===== src/rtl/sm_seq_ctrl.sv =====
// Sequential stage controller: IDLE -> STAGE_0..STAGE_(N-1) -> DONE, one-hot stage control.
// Define SM_SEQ_TIMEOUT_EN to build the per-stage timeout counter and fault reporting.
module sm_seq_ctrl #(
  parameter int NUM_STAGES = 3,
  parameter int TIMEOUT_W  = 8,
  localparam int SW        = $clog2(NUM_STAGES)
) (
  input  logic                  clk,
  input  logic                  reset,
  input  logic                  start,
  input  logic [NUM_STAGES-1:0] step,
  input  logic                  abort,
  input  logic [TIMEOUT_W-1:0]  timeout_limit,
  output logic [NUM_STAGES-1:0] control,
  output logic [SW-1:0]         stage_idx,
  output logic                  busy,
  output logic                  done,
  output logic                  fault,
  output logic [SW-1:0]         fault_stage
);

  typedef enum logic [1:0] {
    S_IDLE  = 2'd0,
    S_STAGE = 2'd1,
    S_DONE  = 2'd2
  } state_t;

  localparam logic [SW-1:0] LAST_STAGE = SW'(NUM_STAGES - 1);

  state_t          state_q, state_d;
  logic [SW-1:0]   cur_q, cur_d;
  logic            step_cur;
  logic            timeout_take;

  assign step_cur = step[cur_q];

`ifdef SM_SEQ_TIMEOUT_EN
  logic [TIMEOUT_W-1:0] cnt_q;
  logic [TIMEOUT_W-1:0] limit_m1;
  logic                 fault_q;
  logic [SW-1:0]        fault_stage_q;

  assign limit_m1     = timeout_limit - {{(TIMEOUT_W-1){1'b0}}, 1'b1};
  // Timeout only fires when neither abort nor the current step claims the edge.
  assign timeout_take = (state_q == S_STAGE) && !abort && !step_cur &&
                        (timeout_limit != '0) && (cnt_q == limit_m1);

  always_ff @(posedge clk) begin
    if (reset) begin
      cnt_q <= '0;
    end else if (state_q != S_STAGE || state_d != S_STAGE || cur_d != cur_q) begin
      cnt_q <= '0;
    end else if (cnt_q != '1) begin
      cnt_q <= cnt_q + {{(TIMEOUT_W-1){1'b0}}, 1'b1};
    end
  end

  always_ff @(posedge clk) begin
    if (reset) begin
      fault_q       <= 1'b0;
      fault_stage_q <= '0;
    end else begin
      fault_q <= timeout_take;
      if (timeout_take) begin
        fault_stage_q <= cur_q;
      end else if (state_q == S_IDLE && start) begin
        fault_stage_q <= '0;
      end
    end
  end

  assign fault       = fault_q;
  assign fault_stage = fault_stage_q;
`else
  logic unused_limit;

  assign unused_limit = ^timeout_limit;
  assign timeout_take = 1'b0;
  assign fault        = 1'b0;
  assign fault_stage  = '0;
`endif

  always_ff @(posedge clk) begin
    if (reset) begin
      state_q <= S_IDLE;
      cur_q   <= '0;
    end else begin
      state_q <= state_d;
      cur_q   <= cur_d;
    end
  end

  always_comb begin
    state_d = state_q;
    cur_d   = cur_q;
    case (state_q)
      S_IDLE: begin
        if (start) begin
          state_d = S_STAGE;
          cur_d   = '0;
        end
      end
      S_STAGE: begin
        if (abort || timeout_take) begin
          state_d = S_IDLE;
          cur_d   = '0;
        end else if (step_cur) begin
          if (cur_q == LAST_STAGE) begin
            state_d = S_DONE;
            cur_d   = '0;
          end else begin
            cur_d = cur_q + SW'(1);
          end
        end
      end
      S_DONE: begin
        state_d = S_IDLE;
        cur_d   = '0;
      end
      default: begin
        state_d = S_IDLE;
        cur_d   = '0;
      end
    endcase
  end

  always_comb begin
    control   = '0;
    stage_idx = '0;
    busy      = 1'b0;
    done      = 1'b0;
    case (state_q)
      S_STAGE: begin
        control   = NUM_STAGES'(1) << cur_q;
        stage_idx = cur_q;
        busy      = 1'b1;
      end
      S_DONE: begin
        busy = 1'b1;
        done = 1'b1;
      end
      default: ;
    endcase
  end

endmodule


===== config.mk =====
export PLATFORM = sky130hd
export DESIGN_NAME = sm_seq_ctrl
export DESIGN_NICKNAME = d
export VERILOG_FILES = /design/src/rtl/sm_seq_ctrl.sv
export SDC_FILE = /design/constraint.sdc
export NUM_CORES = 1
export LEC_CHECK = 0
export ABC_AREA = 1
export CAP_MARGIN = 25
export CORE_AREA = 10 10 47 49
export DETAILED_ROUTE_END_ITERATION = 10
export DIE_AREA = 0 0 57 59
export SETUP_SLACK_MARGIN = 0.2
export SYNTH_ARGS = -nofsm -noshare
export SYNTH_HDL_FRONTEND = slang
export SYNTH_SLANG_ARGS = --single-unit

===== constraint.sdc =====
create_clock -name clk -period 2.9 [get_ports clk]
set_clock_uncertainty 0.1 [all_clocks]
set_input_delay 0.58 -clock clk [delete_from_list [all_inputs] [get_ports clk]]
set_output_delay 0.58 -clock clk [all_outputs]
set_load 0.1 [all_outputs]

* Word level (Yosys, flattened, before mapping)
Cells that the tools add are included.
** Cells by class
- Reduce and logical (&&, ||, !) cells :: 4
- Shifts and indexed selects :: 1
- Order comparisons :: 1
- Add/sub/neg operators :: 1
- Multiplexer cells :: 16
- Eq/ne operators :: 6
** Operators by type and width (count)
- $mux 2 :: 9
- $pmux 2 s2 :: 2
- $ne 3x3->1 const B :: 2
- $eq 2x2->1 const B :: 2
- $lt 2x3->1 const B :: 1
- $mux 1 :: 3
- $mux 3 :: 1
- $reduce_and 3->1 :: 1
- $shl 1x2->3 const A :: 1
- $add 2x1->2 const B :: 1
- $bmux 1 s2 :: 1
- $eq 2x1->1 const B :: 1
- $logic_not 2->1 :: 1
- $ne 2x2->1 const B :: 1
- $reduce_and 2->1 :: 1
- $reduce_or 2->1 :: 1
** Word-level totals
- Output and inout bits :: 10
- Logic and storage cells :: 31
- Register bits :: 4
- Input port bits :: 15

* Longest topological paths before layout
Gate-level depths: netlist (run 1).
- Word-level depth :: 5
- Mapped depth :: 10
- Depth with buffers taken out :: 10

* Least setup slack after synthesis (run 1)
OpenSTA, ideal clock, no wires.
- Path kind :: reg-to-output
- From :: register state_q[1]
- To :: output control[0]
- Path slack :: -460 ps
- Cell stages (with the launch flop) :: 5
- Buffers on the path :: 0
- Arrival :: 2680 ps
- Required time :: 2220 ps
- Path through :: dfxtp_1 inv_1 ha_1 inv_1 nor3_1
** Between the ends
- Word-level cells in the longest chain between the ends :: 2
** Ends and longest elaborated chain
- from (decl) :: RTL line 30 : state_t state_q, state_d;
- from (signal assigned) :: RTL line 88 : state_q <= state_d;
- $eq 2x1->1 :: RTL line 132 : case (state_q)
- $mux 3 :: RTL line 132
- to (decl) :: RTL line 14 : output logic [NUM_STAGES-1:0] control,
Every way passes these cells.

* Worst setup path in the final report (run 1)
Ends and elaborated chain as after synthesis.

==> results of run 1 <==
-- cells in the final DEF (no fill, tap or decap) --
cell / n
nor2_2: 1
inv_1: 11
nor2_1: 9
a21oi_1: 2
ha_1: 4
nand2_1: 13
nand3_1: 5
o21ai_0: 2
nor2_4: 1
nor3_2: 1
buf_4: 7
clkdlybuf4s50_1: 6
conb_1: 3
nand2_2: 1
dfxtp_1: 4
clkbuf_4: 3
-- metal layers --
metal | share of wire | vias up
met5 | 0 | -
met4 | 0 | 0
met3 | 0.14 | 0
met2 | 0.44 | 12
met1 | 0.42 | 153
li1 | - | 199
-- cell usage after synthesis, drive strengths merged --
| cell | number | share of area |
|---|---|---|
| a21oi | 2 | 0.027 |
| nor3 | 1 | 0.014 |
| nor2 | 11 | 0.14 |
| buf | 4 | 0.092 |
| dfxtp | 4 | 0.22 |
| nand2 | 14 | 0.15 |
| conb | 1 | 0.010 |
| ha | 4 | 0.14 |
| nand3 | 5 | 0.068 |
| inv | 11 | 0.11 |
| o21ai | 2 | 0.027 |
-- critical path, cell delays in order, from the launching register on --
cell and delay [ns]:
dfxtp_1 0.30, inv_1 0.11, ha_1 0.21, inv_1 0.10
nor3_2 0.10, buf_4 0.31
-- flip-flops by register name (all words and copies together), names as in the netlist --
signal   flops
cur_q        2
state_q      2
-- worst max-delay path by stage --
stage,start,end,slack [ns],depth (start not counted)
6_report,state_q[1],control[0],0.85,5
5_1_grt,state_q[1],control[0],0.74,5
4_1_cts,state_q[1],control[0],0.82,5
3_5_place_dp,state_q[1],control[0],1.08,5
3_3_place_gp,state_q[1],control[0],1.09,5
2_1_floorplan,state_q[1],control[2],0.32,4
-- metrics by stage --
stage	utilization	setup slack [ns]	power (mW)	instance area, sq um
after floorplan	-	0.323	0.308	378
after global placement	0.340	1.09	0.344	477
after detailed placement	0.340	1.08	0.346	477
after CTS	0.356	0.825	0.419	499
after global routing	0.356	0.745	0.444	499
final	0.356	0.852	0.411	499
-- power groups by stage --
stage / Sequential, mW / Combinational, mW / Clock (mW)
finish: 0.0807 / 0.261 / 0.0687
global route: 0.0835 / 0.283 / 0.0782
CTS: 0.0811 / 0.265 / 0.0729
detailed placement: 0.0821 / 0.264 / 0
global placement: 0.0817 / 0.263 / 0
floorplan: 0.0746 / 0.234 / 0
-- final cells by class --
cell class	count	share of cell area
Tap cell	16	0.0401
Multi-Input combinational cell	42	0.446
Sequential cell	4	0.160
Timing Repair Buffer	13	0.226
Clock buffer	3	0.0451
Inverter	11	0.0827
-- cells by family after synthesis --
logic type	synth area share
simple gates	0.373
buf+inv	0.205
compound gates	0.0548
fa+ha+maj	0.137
flops	0.219
other cells	0.0103
==> flow_metrics.env, run 1 <==
export IMPL_outcome="complete, no violations"
export IMPL_internal_power_mw=0.172
export IMPL_hold_path_class="reg -> reg"
export IMPL_cts_path_max_buffers=2
export IMPL_final_nets=94
export IMPL_cts_tree="yes"
export IMPL_cts_setup_buffers=0
export IMPL_dp_cells=86
export IMPL_route_detailed_drc=0
export IMPL_p_clk_frac=0.167
export IMPL_chipWidth_microns=57
export IMPL_cp_end_kind="primary output"
export IMPL_pin_count=25
export IMPL_antenna_found_initial=0
export IMPL_numCtsBuffers=3
export IMPL_wire_per_inst_microns=9.27
export IMPL_seq_area_sq_um=80.1
export IMPL_holdCritStartpoint="state_q[0]"
export IMPL_top_usage_layer="met2"
export IMPL_r2r_cells=9
export IMPL_final_hold_viol_count=0
export IMPL_yosys_warnings=0
export IMPL_hold_worst_slack_ns=0.454
export IMPL_row_count=14
export IMPL_die_h_microns=59
export IMPL_ctsHoldBuffers=0
export IMPL_cap_viol_max_count=0
export IMPL_seq_power_share=0.196
export IMPL_clock_sinks=4
export IMPL_crit_arrival_ns=1.37
export IMPL_wirelength_microns=825
export IMPL_power_density_mw_per_mm2=823
export IMPL_grt_max_degree=10
export IMPL_fin_crit_ns=2.05
export IMPL_ys_types=15
export IMPL_peakVddDrop_mv=0.329
export IMPL_timing_rr_start="state_q[1]"
export IMPL_vias=364
export IMPL_drive_gt1_frac=0.192
export IMPL_cts_root_buf="clkbuf_4"
export IMPL_core_area_sq_mm=0.00140
export IMPL_grt_use_met3=0.0536
export IMPL_n_antenna_cell=0
export IMPL_drt_iter0_drc=2
export IMPL_ant_nets=0
export IMPL_clk_pin_slew_ns=0.04
export IMPL_portBuffers=13
export IMPL_dr_pass1_iters=3
export IMPL_area_growth_syn_to_layout_pct=36.6
export IMPL_cts_resized=0
export IMPL_fmax_mhz=488
export IMPL_cp_data_required_time_ns=2.22
export IMPL_design_die_area_sq_mm=0.00336
export IMPL_grt_pass1_vias=348
export IMPL_cp_max_fo=4
export IMPL_whs_path_depth=2
export IMPL_setup_viol_count_final=0
export IMPL_grt_overflow_total=0
export IMPL_fill_cells=172
export IMPL_synth_cells=59
export IMPL_initial_core_util=0.261
export IMPL_vias_per_cell=4.09
export IMPL_met2_usage=0.0698
export IMPL_ff2ff_setup_slack_ns=1.45
export IMPL_grt_pass1_wl_microns=1350
export IMPL_finalMaxSlewViolations=0
export IMPL_yosysSeqAreaShare=0.219
export IMPL_cts_htree_levels=1
export IMPL_fin_tns_setup_ns=0
export IMPL_reg2reg_to="cur_q[0]"
export IMPL_ys_seq_elements=4
export IMPL_whs_endpoint="state_q[0]"
export IMPL_switchingPower_mw=0.238
export IMPL_met1_usage=0.0501
export IMPL_hpwl_microns=702
export IMPL_synth_area_per_cell_sq_um=6.19
export IMPL_p_leak_nw=0.281
export IMPL_combPwrFrac=0.636
export IMPL_fin_cells=89
export IMPL_startpoint_type="register"
export IMPL_multi_input_area_sq_um=223
export IMPL_fin_crit_sh=0.706
export IMPL_place_congestion=0.745
export IMPL_insertion_delay_ns=0.23
export IMPL_setup_worst_path_class="reg -> out"
export IMPL_grtUsageTotal=0.0524
export IMPL_netlist_area_sq_um=365
export IMPL_p_sw_frac=0.581
export IMPL_rsz0062_at_grt="no"
(Power assumes the default switching activity.)
==> inputs of run 2 (changes only) <==
- PLACE_DENSITY: unset -> 0.67
- clock period: 2.9 -> 1.7 ns (I/O delays scaled with it)
==> flow_metrics.env, run 2 (synthesis results as in run 1) <==
export IMPL_cap_viol_max_count=0
export IMPL_chipWidth_microns=57
export IMPL_fmax_mhz=606
export IMPL_layout_cells_most_common="nand2_1"
export IMPL_final_nets=96
export IMPL_dr_pass1_iters=3
export IMPL_hpwl_microns=724
export IMPL_grtUsageTotal=0.0549
export IMPL_peakVddDrop_mv=0.721
export IMPL_initial_core_util=0.261
export IMPL_n_antenna_cell=0
export IMPL_pin_count=25
export IMPL_hold_path_class="reg -> reg"
export IMPL_grt_max_degree=8
export IMPL_vias=382
export IMPL_startpoint_type="register"
export IMPL_hold_worst_slack_ns=0.432
export IMPL_wirelength_microns=943
export IMPL_antenna_found_initial=0
export IMPL_outcome="complete, no violations"
export IMPL_fin_tns_setup_ns=0
export IMPL_setup_worst_path_class="reg -> out"
export IMPL_p_leak_nw=0.293
export IMPL_ant_nets=0
export IMPL_vias_per_cell=4.20
export IMPL_setup_viol_count_final=0
export IMPL_grt_pass1_vias=371
export IMPL_cts_path_max_buffers=2
export IMPL_largestRegisters="cur_q x2, state_q x2"
export IMPL_grt_pass1_wl_microns=1440
export IMPL_crit_arrival_ns=1.21
export IMPL_final_hold_viol_count=0
export IMPL_row_count=14
export IMPL_die_h_microns=59
export IMPL_route_detailed_drc=0
export IMPL_cp_end_kind="primary output"
export IMPL_design_die_area_sq_mm=0.00336
export IMPL_grt_overflow_total=0
export IMPL_power_density_mw_per_mm2=1300
export IMPL_cts_htree_levels=1
export IMPL_clock_sinks=4
export IMPL_final_core_util=0.481
export IMPL_place_congestion=0.704
export IMPL_cp_max_fo=3
export IMPL_cts_root_buf="clkbuf_4"
export IMPL_wire_per_inst_microns=10.4
export IMPL_drt_iter0_drc=6
export IMPL_insertion_delay_ns=0.23
export IMPL_cp_data_required_time_ns=1.26
export IMPL_drive_gt1_frac=0.413
export IMPL_fin_crit_sh=0.971
export IMPL_fin_crit_ns=1.65
export IMPL_numCtsBuffers=3
export IMPL_area_growth_syn_to_layout_pct=84.6
export IMPL_core_area_sq_mm=0.00140
export IMPL_finalMaxSlewViolations=0
export IMPL_portBuffers=13
export IMPL_rsz0062_at_grt="yes"
export IMPL_cts_tree="yes"
export IMPL_clk_pin_slew_ns=0.04
export IMPL_final_cell_mix="nand2_1 (11), nor2_1 (7), buf_12 (7), inv_1 (6), clkdlybuf4s50_1 (6)"
run 2: cell type report:
cell class | instances | area [sq um]
Fill cell | 151 | 727
Multi-Input combinational cell | 42 | 277
Timing Repair Buffer | 15 | 215
Sequential cell | 4 | 86.3
Inverter | 11 | 53.8
Clock buffer | 3 | 22.5
Tap cell | 16 | 20.0
run 2: layer usage:
| layer | track usage | part of all wire | up-vias |
|---|---|---|---|
| li1 | - | - | 202 |
| met1 | 0.0403 | 0.35 | 166 |
| met2 | 0.0915 | 0.51 | 12 |
| met3 | 0.0536 | 0.14 | 2 |
| met4 | 0.0302 | 0.0042 | 0 |
| met5 | 0 | 0 | - |
run 2: worst max-delay path, stage by stage (launching register included):
cell and delay (ns):
dfxtp_2 0.33, inv_4 0.08, ha_4 0.15, inv_2 0.06, nor3_4 0.15, buf_12 0.20
run 2: per-stage QoR:
stage / power [mW] / area, sq um / setup slack (ns) / std cells
final: 0.877 / 674 / 0.0489 / 91
after detailed placement: 0.725 / 614 / 0.135 / 87
after CTS: 0.861 / 652 / 0.0356 / 91
after global routing: 0.932 / 674 / 0.00306 / 91
after floorplan: 0.562 / 420 / -0.110 / 61
after global placement: 0.717 / 614 / 0.141 / 87
run 2: what timing repair did:
action / CTS / global route
endpoints found under the setup margin: 7 / 8
resized for setup: 4 / 6
buffers inserted: 1 / 0
endpoints found under the hold margin: 0 / 0
hold buffers: 0 / 0
pin swaps: 1 / 1
run 2: worst paths after layout:
kind | endpoint | from | depth (start not counted) | slack (ns)
worst max-delay path | control[0] | state_q[1] | 5 | 0.05
worst min register to register | state_q[0] | state_q[0] | 2 | 0.43
worst min-delay path | state_q[0] | state_q[0] | 2 | 0.43
worst max register to register | cur_q[1] | state_q[1] | 9 | 0.35
run 2: where the power goes:
part           switching [mW]  leakage (nW)  total (mW)  internal (mW)
Sequential             0.0349        0.0344       0.154          0.119
Combinational           0.392         0.245       0.605          0.214
Clock                  0.0388        0.0138       0.118         0.0790
Total                   0.465         0.293       0.877          0.412
